[src/rtl/branch_tracker_p_pkg.sv]
// Shared types for the branch speculation tracker: compare kinds, operand,
// queue entry and RAS checkpoint layouts.
package branch_tracker_p_pkg;
  localparam int BT_TAG_W     = 4;
  localparam int BT_DATA_W    = 32;
  localparam int BT_ADDR_W    = 14;
  localparam int BT_RAS_DEPTH = 8;
  localparam int BT_SP_W      = $clog2(BT_RAS_DEPTH);

  typedef enum logic [1:0] {
    CMP_FZ  = 2'd0,
    CMP_FLE = 2'd1,
    CMP_EQ  = 2'd2,
    CMP_LE  = 2'd3
  } cmp_type_t;

  typedef struct packed {
    logic                 valid;
    logic [BT_TAG_W-1:0]  tag;
    logic [BT_DATA_W-1:0] data;
  } operand_t;

  typedef struct packed {
    logic [BT_SP_W-1:0]   sp;
    logic [BT_ADDR_W-1:0] slot;
  } ras_ckpt_t;

  typedef struct packed {
    cmp_type_t            cmp;
    operand_t             opd0;
    operand_t             opd1;
    logic                 pred;
    logic                 resolved;
    logic                 result;
    logic [BT_TAG_W-1:0]  gpr_tag;
    logic [BT_TAG_W-1:0]  fpr_tag;
    logic [BT_ADDR_W-1:0] fail_addr;
    ras_ckpt_t            ckpt;
  } entry_t;

  // Float compares take their operands from the FPR CDB, integer ones from the GPR CDB.
  function automatic logic uses_fpr(cmp_type_t c);
    return (c == CMP_FZ) || (c == CMP_FLE);
  endfunction
endpackage

[src/rtl/branch_tracker_p_fcmp_le.sv]
// Combinational IEEE-754 single-precision a <= b; +0 and -0 compare equal,
// any NaN operand yields false.
module fcmp_le (
  input  logic [31:0] a,
  input  logic [31:0] b,
  output logic        le
);
  logic        a_nan, b_nan, both_zero;
  logic [30:0] a_mag, b_mag;

  assign a_mag     = a[30:0];
  assign b_mag     = b[30:0];
  assign a_nan     = (&a[30:23]) && (|a[22:0]);
  assign b_nan     = (&b[30:23]) && (|b[22:0]);
  assign both_zero = (a_mag == 31'd0) && (b_mag == 31'd0);

  always_comb begin
    le = 1'b0;
    if (a_nan || b_nan)      le = 1'b0;
    else if (both_zero)      le = 1'b1;
    else if (a[31] != b[31]) le = a[31];
    else if (!a[31])         le = (a_mag <= b_mag);
    else                     le = (a_mag >= b_mag);
  end
endmodule

[src/rtl/branch_tracker_p.sv]
// In-order branch speculation tracker: snoops CDBs for compare operands,
// resolves one branch per cycle, retires at the ROB commit point and owns a checkpointed RAS.
module branch_tracker_p
  import branch_tracker_p_pkg::*;
#(
  parameter int N_ENTRY   = 4,
  parameter int RAS_DEPTH = BT_RAS_DEPTH,
  parameter int TAG_W     = BT_TAG_W,
  parameter int DATA_W    = BT_DATA_W,
  parameter int ADDR_W    = BT_ADDR_W
) (
  input  logic                      clk,
  input  logic                      reset,
  input  logic                      flush,
  input  logic                      issue_valid,
  output logic                      issue_ready,
  input  logic [1:0]                issue_cmp,
  input  logic [1:0]                issue_opd_valid,
  input  logic [2*TAG_W-1:0]        issue_opd_tag,
  input  logic [2*DATA_W-1:0]       issue_opd_data,
  input  logic                      issue_pred,
  input  logic [TAG_W-1:0]          issue_gpr_tag,
  input  logic [TAG_W-1:0]          issue_fpr_tag,
  input  logic [ADDR_W-1:0]         issue_fail_addr,
  input  logic                      gpr_cdb_valid,
  input  logic [TAG_W-1:0]          gpr_cdb_tag,
  input  logic [DATA_W-1:0]         gpr_cdb_data,
  input  logic                      fpr_cdb_valid,
  input  logic [TAG_W-1:0]          fpr_cdb_tag,
  input  logic [DATA_W-1:0]         fpr_cdb_data,
  input  logic [TAG_W-1:0]          gpr_commit_tag,
  input  logic [TAG_W-1:0]          fpr_commit_tag,
  output logic                      commit,
  output logic                      mispredict,
  output logic [ADDR_W-1:0]         fail_addr,
  output logic [$clog2(N_ENTRY):0]  count,
  input  logic                      ras_push,
  input  logic                      ras_pop,
  input  logic [ADDR_W-1:0]         ras_push_addr,
  output logic [ADDR_W-1:0]         ras_top
);
  localparam int CNT_W = $clog2(N_ENTRY) + 1;
  localparam int SP_W  = $clog2(RAS_DEPTH);

  entry_t            ent_q [N_ENTRY];
  entry_t            ent_d [N_ENTRY];
  entry_t            upd   [N_ENTRY];
  entry_t            new_ent;
  entry_t            res_ent;
  logic [CNT_W-1:0]  count_q, count_d, cnt_after;
  logic [N_ENTRY-1:0] res_go;
  logic              res_seen, res_val, fle_le, issue_fire;
  logic [SP_W-1:0]   sp_q, sp_d;
  logic [ADDR_W-1:0] slot_q [RAS_DEPTH];
  logic [ADDR_W-1:0] slot_d [RAS_DEPTH];
  logic [ADDR_W-1:0] ras_top_q, ras_top_d;

  function automatic operand_t snoop(operand_t o, logic use_fpr);
    operand_t r;
    r = o;
    if (!o.valid) begin
      if (use_fpr && fpr_cdb_valid && (fpr_cdb_tag == o.tag)) begin
        r.valid = 1'b1;
        r.data  = fpr_cdb_data;
      end else if (!use_fpr && gpr_cdb_valid && (gpr_cdb_tag == o.tag)) begin
        r.valid = 1'b1;
        r.data  = gpr_cdb_data;
      end
    end
    return r;
  endfunction

  function automatic logic opd_ready(entry_t e);
    return e.opd0.valid && ((e.cmp == CMP_FZ) || e.opd1.valid);
  endfunction

  function automatic logic eval_cmp(entry_t e, logic fle);
    case (e.cmp)
      CMP_FZ:  return (e.opd0.data[30:23] == 8'd0);
      CMP_FLE: return fle;
      CMP_EQ:  return (e.opd0.data == e.opd1.data);
      default: return ($signed(e.opd0.data) <= $signed(e.opd1.data));
    endcase
  endfunction

  assign commit      = (count_q != '0) && ent_q[0].resolved &&
                       (gpr_commit_tag == ent_q[0].gpr_tag) &&
                       (fpr_commit_tag == ent_q[0].fpr_tag);
  assign mispredict  = commit && (ent_q[0].result != ent_q[0].pred);
  assign fail_addr   = ent_q[0].fail_addr;
  assign count       = count_q;
  assign ras_top     = ras_top_q;
  assign issue_ready = !flush && ((count_q < CNT_W'(N_ENTRY)) || commit);
  assign issue_fire  = issue_valid && issue_ready;

  // Resolution strictly in order: only the oldest unresolved entry may compare.
  always_comb begin
    res_seen = 1'b0;
    res_go   = '0;
    res_ent  = ent_q[0];
    for (int i = 0; i < N_ENTRY; i++) begin
      if (!res_seen && (CNT_W'(i) < count_q) && !ent_q[i].resolved) begin
        res_seen = 1'b1;
        res_ent  = ent_q[i];
        res_go[i] = opd_ready(ent_q[i]);
      end
    end
  end

  fcmp_le u_fcmp_le (
    .a  (res_ent.opd0.data),
    .b  (res_ent.opd1.data),
    .le (fle_le)
  );

  assign res_val = eval_cmp(res_ent, fle_le);

  always_comb begin
    for (int i = 0; i < N_ENTRY; i++) begin
      upd[i]      = ent_q[i];
      upd[i].opd0 = snoop(ent_q[i].opd0, uses_fpr(ent_q[i].cmp));
      upd[i].opd1 = snoop(ent_q[i].opd1, uses_fpr(ent_q[i].cmp));
      if (res_go[i]) begin
        upd[i].resolved = 1'b1;
        upd[i].result   = res_val;
      end
    end

    new_ent            = '0;
    new_ent.cmp        = cmp_type_t'(issue_cmp);
    new_ent.opd0.valid = issue_opd_valid[0];
    new_ent.opd0.tag   = issue_opd_tag[TAG_W-1:0];
    new_ent.opd0.data  = issue_opd_data[DATA_W-1:0];
    new_ent.opd1.valid = issue_opd_valid[1];
    new_ent.opd1.tag   = issue_opd_tag[2*TAG_W-1:TAG_W];
    new_ent.opd1.data  = issue_opd_data[2*DATA_W-1:DATA_W];
    new_ent.opd0       = snoop(new_ent.opd0, uses_fpr(new_ent.cmp));
    new_ent.opd1       = snoop(new_ent.opd1, uses_fpr(new_ent.cmp));
    new_ent.pred       = issue_pred;
    new_ent.gpr_tag    = issue_gpr_tag;
    new_ent.fpr_tag    = issue_fpr_tag;
    new_ent.fail_addr  = issue_fail_addr;
    new_ent.ckpt.sp    = sp_q;
    new_ent.ckpt.slot  = slot_q[sp_q];

    ent_d = upd;
    if (commit) begin
      for (int i = 0; i < N_ENTRY - 1; i++) ent_d[i] = upd[i+1];
    end
    cnt_after = count_q - CNT_W'(commit);
    if (issue_fire) begin
      for (int i = 0; i < N_ENTRY; i++) begin
        if (CNT_W'(i) == cnt_after) ent_d[i] = new_ent;
      end
    end

    if (flush) count_d = '0;
    else       count_d = cnt_after + CNT_W'(issue_fire);
  end

  // RAS: a flush restores the head checkpoint and overrides any push/pop.
  always_comb begin
    sp_d   = sp_q;
    slot_d = slot_q;
    if (flush) begin
      if (count_q != '0) begin
        sp_d                      = ent_q[0].ckpt.sp;
        slot_d[ent_q[0].ckpt.sp]  = ent_q[0].ckpt.slot;
      end
    end else if (ras_push && ras_pop) begin
      slot_d[sp_q] = ras_push_addr;
    end else if (ras_push) begin
      sp_d         = sp_q + SP_W'(1);
      slot_d[sp_d] = ras_push_addr;
    end else if (ras_pop) begin
      sp_d = sp_q - SP_W'(1);
    end
    ras_top_d = slot_d[sp_d];
  end

  always_ff @(posedge clk) begin
    ent_q <= ent_d;
  end

  always_ff @(posedge clk) begin
    if (reset) begin
      count_q   <= '0;
      sp_q      <= SP_W'(RAS_DEPTH - 1);
      ras_top_q <= '0;
      for (int i = 0; i < RAS_DEPTH; i++) slot_q[i] <= '0;
    end else begin
      count_q   <= count_d;
      sp_q      <= sp_d;
      ras_top_q <= ras_top_d;
      slot_q    <= slot_d;
    end
  end
endmodule

[config.mk]
export PLATFORM = sky130hd
export DESIGN_NAME = branch_tracker_p
export DESIGN_NICKNAME = d
export VERILOG_FILES = /design/src/rtl/branch_tracker_p_pkg.sv /design/src/rtl/branch_tracker_p_fcmp_le.sv /design/src/rtl/branch_tracker_p.sv
export SDC_FILE = /design/constraint.sdc
export NUM_CORES = 2
export LEC_CHECK = 0
export ABC_AREA = 0
export CAP_MARGIN = 20
export CORE_ASPECT_RATIO = 0.75
export CORE_UTILIZATION = 55
export CTS_BUF_LIST = sky130_fd_sc_hd__clkbuf_8
export CTS_CLUSTER_SIZE = 24
export DETAILED_ROUTE_END_ITERATION = 8
export PLACE_DENSITY_LB_ADDON = 0.12
export SETUP_SLACK_MARGIN = 0.3
export SYNTH_ARGS = -nofsm -noshare
export SYNTH_HDL_FRONTEND = slang
export SYNTH_SLANG_ARGS = --single-unit
[constraint.sdc]
create_clock -name clk -period 8.3 [get_ports clk]
set_input_delay 1.66 -clock clk [delete_from_list [all_inputs] [get_ports clk]]
set_output_delay 1.66 -clock clk [all_outputs]
set_load 0.02 [all_outputs]
==> flow_metrics.tcl <==
set metrics [dict create \
    status "finished, final reports clean" \
    fin_nets 4789 \
    synth_edf_count 50 \
    fill_cells 5772 \
    totalWireLength_um 141000 \
    drive_above_1_share_pct 9.40 \
    clock-sinks 604 \
    die_y_um 224 \
    grt_pass1_wl_um 211000 \
    cts_hold_buf 0 \
    crit_start "fpr_commit_tag[1]" \
    fmax_mhz 158 \
    p_leak_nw 14.8 \
    insertion_delay_ns 0.77 \
    clkTransAtPathRegs_ns 0.06 \
    ys.flop_type "dfxtp_1" \
    rsz0062_at_grt "false" \
    io_pins 235 \
    drc 0 \
    initial_core_util_pct 56.2 \
    maxSlewViolCount 0 \
    cts_setup_buffers 0 \
    yosys_warnings 0 \
    cp-start-kind "input pin" \
    crit_type "in -> out" \
    postLayoutSetupSlackWorst_ns 1.99 \
    clockRootBuffer "clkbuf_8" \
    cp.depth 7 \
    antenna_found_initial 10 \
    r2r-end "ent_q[275]$_DFF_P_" \
    overflow 0 \
    ant_nets 0 \
    min_path_type "reg -> reg" \
    crit_top_cell "clkdlybuf4s50_1" \
    tns_ns 0 \
    reg2reg_from "ent_q[394]$_DFF_P_" \
    htreeDepth 3 \
    skew_ns 0.0538 \
    cts_tree "done" \
    cts_buffer_depth 3 \
    vias_per_cell 6.93 \
    hpwl_um 80600 \
    syn-cell-area_mm2 0.0361 \
    post-route-period-util_pct 76.0 \
    grt_pass1_vias 34700 \
    power_density_mw_per_mm2 244 \
    reg2reg_depth 16 \
    dr_total_vias 38100 \
    ys_ff_latch 604 \
    synth_cell_types 70 \
    synth_top_area_cell "dfxtp_1" \
    design.core.area_mm2 0.0643 \
    cpPeakStageDelay_ns 0.69 \
    placed_area_mm2 0.0383 \
    vdd_drop_max_mv 0.143 \
    drtPass1Iterations 9 \
    drt_iter0_drc 6212 \
    grt_max_degree 192 \
    syn-num-nets 4904 \
    worst-path-buf-inv 3 \
    max-cap-violations 0 \
    synthesis.instances 4665 \
    synth_commonest_cells "nor2_1, nand2_1, dfxtp_1, o21ai_0, clkbuf_1" \
    pre_cts_ws_ns 2.01 \
    synth_most_common_cell "nor2_1" \
    rows 80 \
    reg2reg_slack_ns 3.12 \
    detail_route.wl_per_cell_um 25.6 \
    crit_family "buffers and inverters" \
    synthArstFlopShare_pct 0 \
    final_util_pct 62.9 \
    ys_seq_area_share_pct 34.9 \
    syn_avg_cell_area_um2 7.74 \
    cts_resized 0 \
    worstMarginPinSlew_ns 1.27 \
    synth.top_cell.area_share_pct 30.7 \
    area_growth_pct 11.9 \
    max_slew_margin_pct 15.5 \
    grt_use_total_pct 40.6 \
    cts-buffers-inserted 97 \
    port_buffers 234 \
    yosys-top-cells-area "dfxtp_1, o22a_1, nor2_1" \
    finalHoldViolations 0 \
    arrival_ns 4.65 \
    worstSetupEndpointType "output port" \
    cp_cell_sequence "clkdlybuf4s50_1 > xor2_1 > nor4_1 > nand4_1 > buf_4 > a21oi_1 > clkdlybuf4s50_1" \
    setup_viol 0 \
    cp-endpoint "issue_ready" \
    dieArea_mm2 0.0667 \
    finalCriticalPeriod_ns 6.31 \
    gp_congestion 0.956 \
    cp.required_ns 6.64 \
    die_x_um 298 \
    cp_max_fo 74 \
    fin_area_mm2 0.0404 \
    critical_path.slowest_cell "clkdlybuf4s50_1" \
]
## per-stage QoR
stage	std cells	total power [mW]	hold WS, ns
after floorplan	4665	6.17	0.421
after global placement	5308	6.97	0.455
after detailed placement	5308	7.04	0.461
after CTS	5486	9.68	0.454
after global routing	5496	10.3	0.476
final	5496	9.84	0.449
## worst min path at each step
| stage | cells past startpoint | slack, ns | start | endpoint |
|---|---|---|---|---|
| floorplan | 0 | 0.42 | sp_q[2]$_SDFF_PP1_ | ent_q[16]$_DFFE_PP_ |
| global placement | 2 | 0.46 | ent_q[119]$_DFF_P_ | ent_q[237]$_DFF_P_ |
| detailed placement | 2 | 0.46 | ent_q[145]$_DFF_P_ | ent_q[263]$_DFF_P_ |
| CTS | 2 | 0.45 | ent_q[268]$_DFF_P_ | ent_q[386]$_DFF_P_ |
| global route | 2 | 0.48 | ent_q[268]$_DFF_P_ | ent_q[386]$_DFF_P_ |
| finish | 2 | 0.45 | ent_q[133]$_DFF_P_ | ent_q[251]$_DFF_P_ |
## sequential cells by signal, summed over array words and instances (netlist names)
register,count
sp_q,3
fail_addr,14
count,3
slot_q,112
ras_top,14
ent_q,458
## cells by family (layout without fill, tap and decap cells)
kind of cell             count (synthesis)  count (layout)  synth area share, %
other                                    0               6                    0
XOR/XNOR                                94              94                 2.28
AND/OR/NAND/NOR                       1502            1502                 17.0
buffers and inverters                  543             507                 5.95
multiplexers                           298             298                 9.86
adder cells (fa/ha/maj)                 38              38                 1.32
flip-flops                             604             604                 34.9
AO/OA/AOI/OAI                         1586            1586                 28.7
## worst reg2reg max path, stage by stage, from the launching register on
cell      delay [ns]
dfxtp_1         0.51
nand2_1         0.17
or3_2           0.93
buf_4           0.49
o21ai_1         0.18
a21oi_1         0.08
a21o_1          0.20
ha_1            0.32
nand4_1         0.20
or3_1           0.41
nor4_1          0.39
o21a_1          0.26
nor4_1          0.08
nand4b_1        0.29
mux2_2          0.31
o21ai_1         0.13
o22ai_1         0.12
## power breakdown
part           total, mW  leakage (nW)  switching (mW)  internal (mW)
sequential          4.29          5.08           0.609           3.68
clock               2.68          1.17            1.31           1.37
combinational       2.87          8.53            1.60           1.27
## per-layer routing
metal / GRT usage, % / vias to the layer above / wire [um]
li1: - / 16800 / -
met5: 0 / - / 116
met3: 15.3 / 535 / 23200
met4: 16.1 / 10 / 5820
met1: 57.7 / 17700 / 56800
met2: 54.4 / 3048 / 54700
## area by class of cell
| cell class | instances | area [um2] | area share [%] |
|---|---|---|---|
| Multi-Input combinational cell | 3518 | 21600 | 53.6 |
| Clock inverter | 52 | 255 | 0.632 |
| Tap cell | 861 | 1080 | 2.67 |
| Inverter | 21 | 86.3 | 0.214 |
| Antenna cell | 6 | 15.0 | 0.0372 |
| Sequential cell | 604 | 12600 | 31.2 |
| Clock buffer | 126 | 1730 | 4.29 |
| Timing Repair Buffer | 308 | 2980 | 7.38 |
## cells in the final DEF, fill, tap and decap left out, drive strengths merged, types with 6 or more instances in the layout
master           n
nand4           27
a21oi          129
xnor2           25
mux2i          144
mux2           120
nand2          589
clkinv          11
a211oi           9
dfxtp          554
ha              38
o211ai           6
nor3b            6
mux4            34
xor2            69
a21o            47
clkbuf         127
clkdlybuf4s50  230
nor2           641
inv             61
nor4            15
edfxtp          50
diode            6
o22a           321
nor3            35
buf             77
nor2b           14
nand3          141
a22oi            8
a31oi          155
o221ai          66
a221oi           7
o22ai          337
o21ai          461
No activity file was read; power rests on OpenSTA's default activity.
